`config.mk`:
```
export PLATFORM = sky130hd
export DESIGN_NAME = gate_identifier
export DESIGN_NICKNAME = d
export VERILOG_FILES = /design/src/rtl/calc_pkg.sv /design/src/rtl/sync_ff.sv /design/src/rtl/gate_identifier.sv
export SDC_FILE = /design/constraint.sdc
export NUM_CORES = 1
export LEC_CHECK = 0
export ABC_AREA = 1
export ABC_CLOCK_PERIOD_IN_PS = 1650
export BUFFER_PORTS_ARGS = -buffer_cell sky130_fd_sc_hd__buf_2
export CAP_MARGIN = 20
export CELL_PAD_IN_SITES_DETAIL_PLACEMENT = 1
export CELL_PAD_IN_SITES_GLOBAL_PLACEMENT = 2
export CORE_MARGIN = 2
export CORE_UTILIZATION = 33
export CTS_CLUSTER_DIAMETER = 80
export DETAILED_ROUTE_END_ITERATION = 10
export PLACE_DENSITY_LB_ADDON = 0.25
export SLEW_MARGIN = 30
export SYNTH_ARGS = -nofsm -noshare
export SYNTH_HDL_FRONTEND = slang
export SYNTH_HIERARCHICAL = 1
export SYNTH_SLANG_ARGS = --single-unit
```
`constraint.sdc`:
```
create_clock -name clk -period 1.65 [get_ports clk]
set_clock_uncertainty 0.15 [all_clocks]
set_input_delay 0.2475 -clock clk [delete_from_list [all_inputs] [get_ports clk]]
set_output_delay 0.2475 -clock clk [all_outputs]
set_load 0.01 [all_outputs]
```
`src/rtl/calc_pkg.sv`:
```
// Shared gate-block definitions: function codes, truth tables, identifier FSM states
// and the result payload.
package calc_pkg;

   localparam logic [2:0] GATE_AND  = 3'd0;
   localparam logic [2:0] GATE_OR   = 3'd1;
   localparam logic [2:0] GATE_XOR  = 3'd2;
   localparam logic [2:0] GATE_NAND = 3'd3;
   localparam logic [2:0] GATE_NOR  = 3'd4;
   localparam logic [2:0] GATE_XNOR = 3'd5;
   localparam logic [2:0] GATE_NOT  = 3'd6;
   localparam logic [2:0] GATE_BUF  = 3'd7;

   // Truth tables: bit k is the gate output for {in1,in2} = k
   localparam logic [3:0] TT_AND  = 4'b1000;
   localparam logic [3:0] TT_OR   = 4'b1110;
   localparam logic [3:0] TT_XOR  = 4'b0110;
   localparam logic [3:0] TT_NAND = 4'b0111;
   localparam logic [3:0] TT_NOR  = 4'b0001;
   localparam logic [3:0] TT_XNOR = 4'b1001;
   localparam logic [3:0] TT_NOT  = 4'b0011;
   localparam logic [3:0] TT_BUF  = 4'b1100;

   typedef enum logic [1:0] {
      IDLE   = 2'd0,
      DRIVE  = 2'd1,
      DECIDE = 2'd2,
      DONE   = 2'd3
   } gate_state_t;

   typedef struct packed {
      logic [3:0] tt;
      logic [2:0] code;
      logic       unknown;
   } gate_result_t;

endpackage

```
`src/rtl/sync_ff.sv`:
```
// Resettable multi-flop bit synchronizer for a signal asynchronous to clk.
module sync_ff #(
   parameter int unsigned STAGES = 2
) (
   input  logic clk,
   input  logic rst_n,
   input  logic d_i,
   output logic q_o
);

   logic [STAGES-1:0] sync_q;

   // Shift in at the LSB; the cast drops the oldest bit off the top
   always_ff @(posedge clk or negedge rst_n) begin
      if (!rst_n) sync_q <= '0;
      else        sync_q <= STAGES'({sync_q, d_i});
   end

   assign q_o = sync_q[STAGES-1];

endmodule

```
`src/rtl/gate_identifier.sv`:
```
// Drives all four input vectors into an unknown 2-input gate, captures its truth table
// and reports the decoded gate function over a valid/ready handshake.
module gate_identifier
   import calc_pkg::*;
#(
   parameter int unsigned SETTLE_CYCLES = 4,
   parameter int unsigned SYNC_STAGES   = 2
) (
   input  logic       clk,
   input  logic       rst_n,
   input  logic       start,
   output logic       busy,
   output logic       drv_in1,
   output logic       drv_in2,
   input  logic       dut_y,
   output logic       res_valid,
   input  logic       res_ready,
   output logic [2:0] res_code,
   output logic       res_unknown,
   output logic [3:0] res_tt
);

   localparam int unsigned CNT_W = $clog2(SETTLE_CYCLES + 1);

   gate_state_t  state_q, state_d;
   logic [1:0]   k_q, k_d;
   logic [CNT_W-1:0] cnt_q, cnt_d;
   logic [3:0]   tt_q, tt_d;
   logic [1:0]   drv_q, drv_d;
   logic         busy_q, busy_d;
   logic         res_valid_q, res_valid_d;
   gate_result_t res_q, res_d;
   gate_result_t dec;
   logic         dut_y_sync;

   sync_ff #(.STAGES(SYNC_STAGES)) u_sync (
      .clk   (clk),
      .rst_n (rst_n),
      .d_i   (dut_y),
      .q_o   (dut_y_sync)
   );

   always_ff @(posedge clk or negedge rst_n) begin
      if (!rst_n) begin
         state_q     <= IDLE;
         k_q         <= '0;
         cnt_q       <= '0;
         tt_q        <= '0;
         drv_q       <= '0;
         busy_q      <= 1'b0;
         res_valid_q <= 1'b0;
         res_q       <= '0;
      end else begin
         state_q     <= state_d;
         k_q         <= k_d;
         cnt_q       <= cnt_d;
         tt_q        <= tt_d;
         drv_q       <= drv_d;
         busy_q      <= busy_d;
         res_valid_q <= res_valid_d;
         res_q       <= res_d;
      end
   end

   // Truth table to gate code
   always_comb begin
      dec    = '0;
      dec.tt = tt_q;
      case (tt_q)
         TT_AND:  dec.code = GATE_AND;
         TT_OR:   dec.code = GATE_OR;
         TT_XOR:  dec.code = GATE_XOR;
         TT_NAND: dec.code = GATE_NAND;
         TT_NOR:  dec.code = GATE_NOR;
         TT_XNOR: dec.code = GATE_XNOR;
         TT_NOT:  dec.code = GATE_NOT;
         TT_BUF:  dec.code = GATE_BUF;
         default: dec.unknown = 1'b1;
      endcase
   end

   always_comb begin
      state_d     = state_q;
      k_d         = k_q;
      cnt_d       = cnt_q;
      tt_d        = tt_q;
      res_valid_d = res_valid_q;
      res_d       = res_q;

      case (state_q)
         IDLE: begin
            if (start) begin
               state_d = DRIVE;
               k_d     = '0;
               cnt_d   = '0;
            end
         end
         DRIVE: begin
            cnt_d = cnt_q + CNT_W'(1);
            // Vector has settled through the gate and the synchronizer: capture it
            if (cnt_q == CNT_W'(SETTLE_CYCLES - 1)) begin
               tt_d[k_q] = dut_y_sync;
               cnt_d     = '0;
               if (k_q == 2'd3) state_d = DECIDE;
               else             k_d     = k_q + 2'd1;
            end
         end
         DECIDE: begin
            res_d       = dec;
            res_valid_d = 1'b1;
            state_d     = DONE;
         end
         DONE: begin
            if (res_valid_q && res_ready) begin
               res_valid_d = 1'b0;
               state_d     = IDLE;
            end
         end
         default: state_d = IDLE;
      endcase

      // Outputs follow the next state so they are exact registered copies
      drv_d  = (state_d == DRIVE) ? k_d : 2'b00;
      busy_d = (state_d == DRIVE) || (state_d == DECIDE);
   end

   assign busy        = busy_q;
   assign drv_in1     = drv_q[1];
   assign drv_in2     = drv_q[0];
   assign res_valid   = res_valid_q;
   assign res_code    = res_q.code;
   assign res_unknown = res_q.unknown;
   assign res_tt      = res_q.tt;

endmodule

```
==> out/qor.yml <==
worstReg2RegStart: "cnt_q[1]$_DFFE_PN0P_"
r2r_slack_ns: 0.10
synthCells: 126
grt_max_degree: 26
mostFrequentLayoutCells: "nand2_1 (35), dfrtp_1 (25), buf_2 (16), inv_1 (15), nand3_1 (10)"
wl_per_cell_um: 12.03
end_kind: "register"
synth-seq-cells: 25
ant_nets: 0
top_level_ports: 17
routed_via_density: 4.444
place_area_sq_um: 1251
layout.nets: 158
crit_slowest_cell: "dfrtp_1"
path_clk_slew_ns: 0.13
final_cells: 196
grt_pass1_wl_um: 3898
path_cells: "ha_2, nand2_4, nor2_8, nand3_4, nand2_1, inv_1, ha_1, inv_1"
core_region_area_sq_um: 3284
r2r_end: "busy$_DFF_PN0_"
core.rowCount: 21
hold_end: "cnt_q[1]$_DFFE_PN0P_"
p_leak_nw: 0.7086
worstPathRequired_ns: 1.73
port_buffers: 16
ys_warn_count: 6
stdcell_area_sq_um: 1334
syn_area_per_cell_sq_um: 8.818
drc_errors: 0
grt_use_total_pct: 14.00
wirelength_um: 2357
fp.dieH_um: 62.03
ir_drop_v: 0.0006737
n_fill_cell: 425
fin_util_pct: 40.61
insertion_delay_ns: 0.31
start_kind: "register"
first_pass_iters: 4
synth_nets: 133
yosys.cell_types.count: 19
layout-drive-gt1-share_pct: 23.33
power_density_nw_per_um2: 1689
crit_buf_inv: 2
hold_path.class: "input port to register"
slew_headroom_pct: 61.66
hp-start: "start"
hold-worst-slack_ns: 0.1030
cp_max_fo: 4
outcome: "complete, no violations"
tightest_slew_ns: 0.5751
initialDrtViolationCount: 45
cts_root_buffer: "clkbuf_4"
crit_type: "register to register"
hold_violations: 0
layout_commonest_cell: "nand2_1"
grt_antenna_before_repair: 0
grt_pass1_vias: 857
synth-seq-area-share_pct: 56.31
syn_area_sq_um: 1111
numCtsBuffers: 3
slew_viol_final: 0
worstRegToRegCells: 8
areaGrowthSynthToFinish_pct: 20.05
slowest_delay_ns: 0.38
dp.cells: 188
total_power_mw: 2.252
cts_tree: "yes"
start_util_pct: 33.83
arrival_ns: 1.62
cts_sinks: 25
place.gp.congestion: 0.7493
path_delay_family: "adder cells"
die_x_um: 62.03
cts_buffer_depth: 2
fin_crit_ns: 1.546
dr_total_vias: 871
max_freq_ghz: 0.6467
maxCapViolCount: 0
htree_levels: 1
path_common_cell: "inv_1"
finalSetupViolations: 0
dp_hpwl_um: 1741
fin_crit_sh_pct: 93.72
die-area_sq_um: 3847
overflow: 0
hold_depth: 4
antennaDiodeCount: 0
logic make-up after synthesis:
| logic type | Yosys count | synth area share, % |
|---|---|---|
| and+or+nand+nor | 63 | 26.80 |
| AOI/OAI and AO/OA | 17 | 7.771 |
| buffers and inverters | 19 | 6.869 |
| adders and majority gates | 2 | 2.252 |
| DFF | 25 | 56.31 |
area by class of cell:
cell class	instances	area [sq um]	share of cell area, %
clock inverter	1	5.005	0.3752
multi-input combinational	82	429.2	32.18
sequential	25	625.6	46.90
inverter	17	63.81	4.784
timing repair buffer	22	130.1	9.756
clock buffer	3	22.52	1.689
tap	46	57.56	4.315
report_power, final:
part / switching, mW / leakage, nW / internal [mW]
Combinational: 0.574 / 0.374 / 0.386
Sequential: 0.196 / 0.317 / 0.826
Clock: 0.180 / 0.0177 / 0.0906
metal layers:
metal | GRT usage [%] | vias up | part of all wire, %
li1 | - | 448 | -
met1 | 19.64 | 408 | 49
met2 | 21.43 | 13 | 46
met3 | 2.484 | 2 | 3.5
met4 | 5.471 | 0 | 0.81
met5 | 0 | - | 0
worst max-delay path by stage:
stage | start | endpoint | slack, ns | depth (start not counted)
6_report | cnt_q[1]$_DFFE_PN0P_ | busy$_DFF_PN0_ | 0.10 | 8
5_1_grt | cnt_q[1]$_DFFE_PN0P_ | drv_q[0]$_DFF_PN0_ | -0.005 | 9
4_1_cts | cnt_q[0]$_DFFE_PN0P_ | drv_q[0]$_DFF_PN0_ | 0.01 | 9
3_5_place_dp | cnt_q[0]$_DFFE_PN0P_ | drv_q[0]$_DFF_PN0_ | -0.04 | 9
3_3_place_gp | cnt_q[1]$_DFFE_PN0P_ | busy$_DFF_PN0_ | 0.03 | 8
2_1_floorplan | cnt_q[0]$_DFFE_PN0P_ | busy$_DFF_PN0_ | 0.12 | 8
cell usage after synthesis (all sizes together):
master	count	area share (%)
nand2	39	14
buf	2	1.1
nand3	13	7.2
o21ai	12	5.4
nor2	9	4.5
dfrtp	25	56
a21oi	4	1.8
a31oi	1	0.56
inv	17	5.7
ha	2	2.3
or2	1	0.56
nor3	1	0.45
per-stage QoR:
stage / setup TNS [ns] / worst slack, ns
floorplan: 0 / 0.1234
global route: -0.005325 / -0.005325
global placement: 0 / 0.03058
detailed placement: -0.1121 / -0.04136
finish: 0 / 0.1036
CTS: 0 / 0.01267
registers in the layout, summed over array words and instances (netlist names):
register       flops
u_sync/sync_q      2
k_q                2
res_tt             4
drv_q              2
res_unknown        1
busy               1
res_code           3
tt_q               4
res_valid          1
state_q            2
cnt_q              3
tightest hold or removal path, cell delays in order:
cell	delay (ns)
buf_2	0.10
nand2_1	0.07
nand3_1	0.08
nand2_1	0.05
what timing repair did:
| action | in CTS | in global routing |
|---|---|---|
| endpoints found under the setup margin | 3 | 3 |
| hold buffers | 2 | 0 |
| buffers inserted | 0 | 2 |
| endpoints found under the hold margin | 26 | 0 |
| gates resized for setup | 1 | 5 |
| pin swaps | 0 | 1 |
Power figures use the tool's default switching activity.
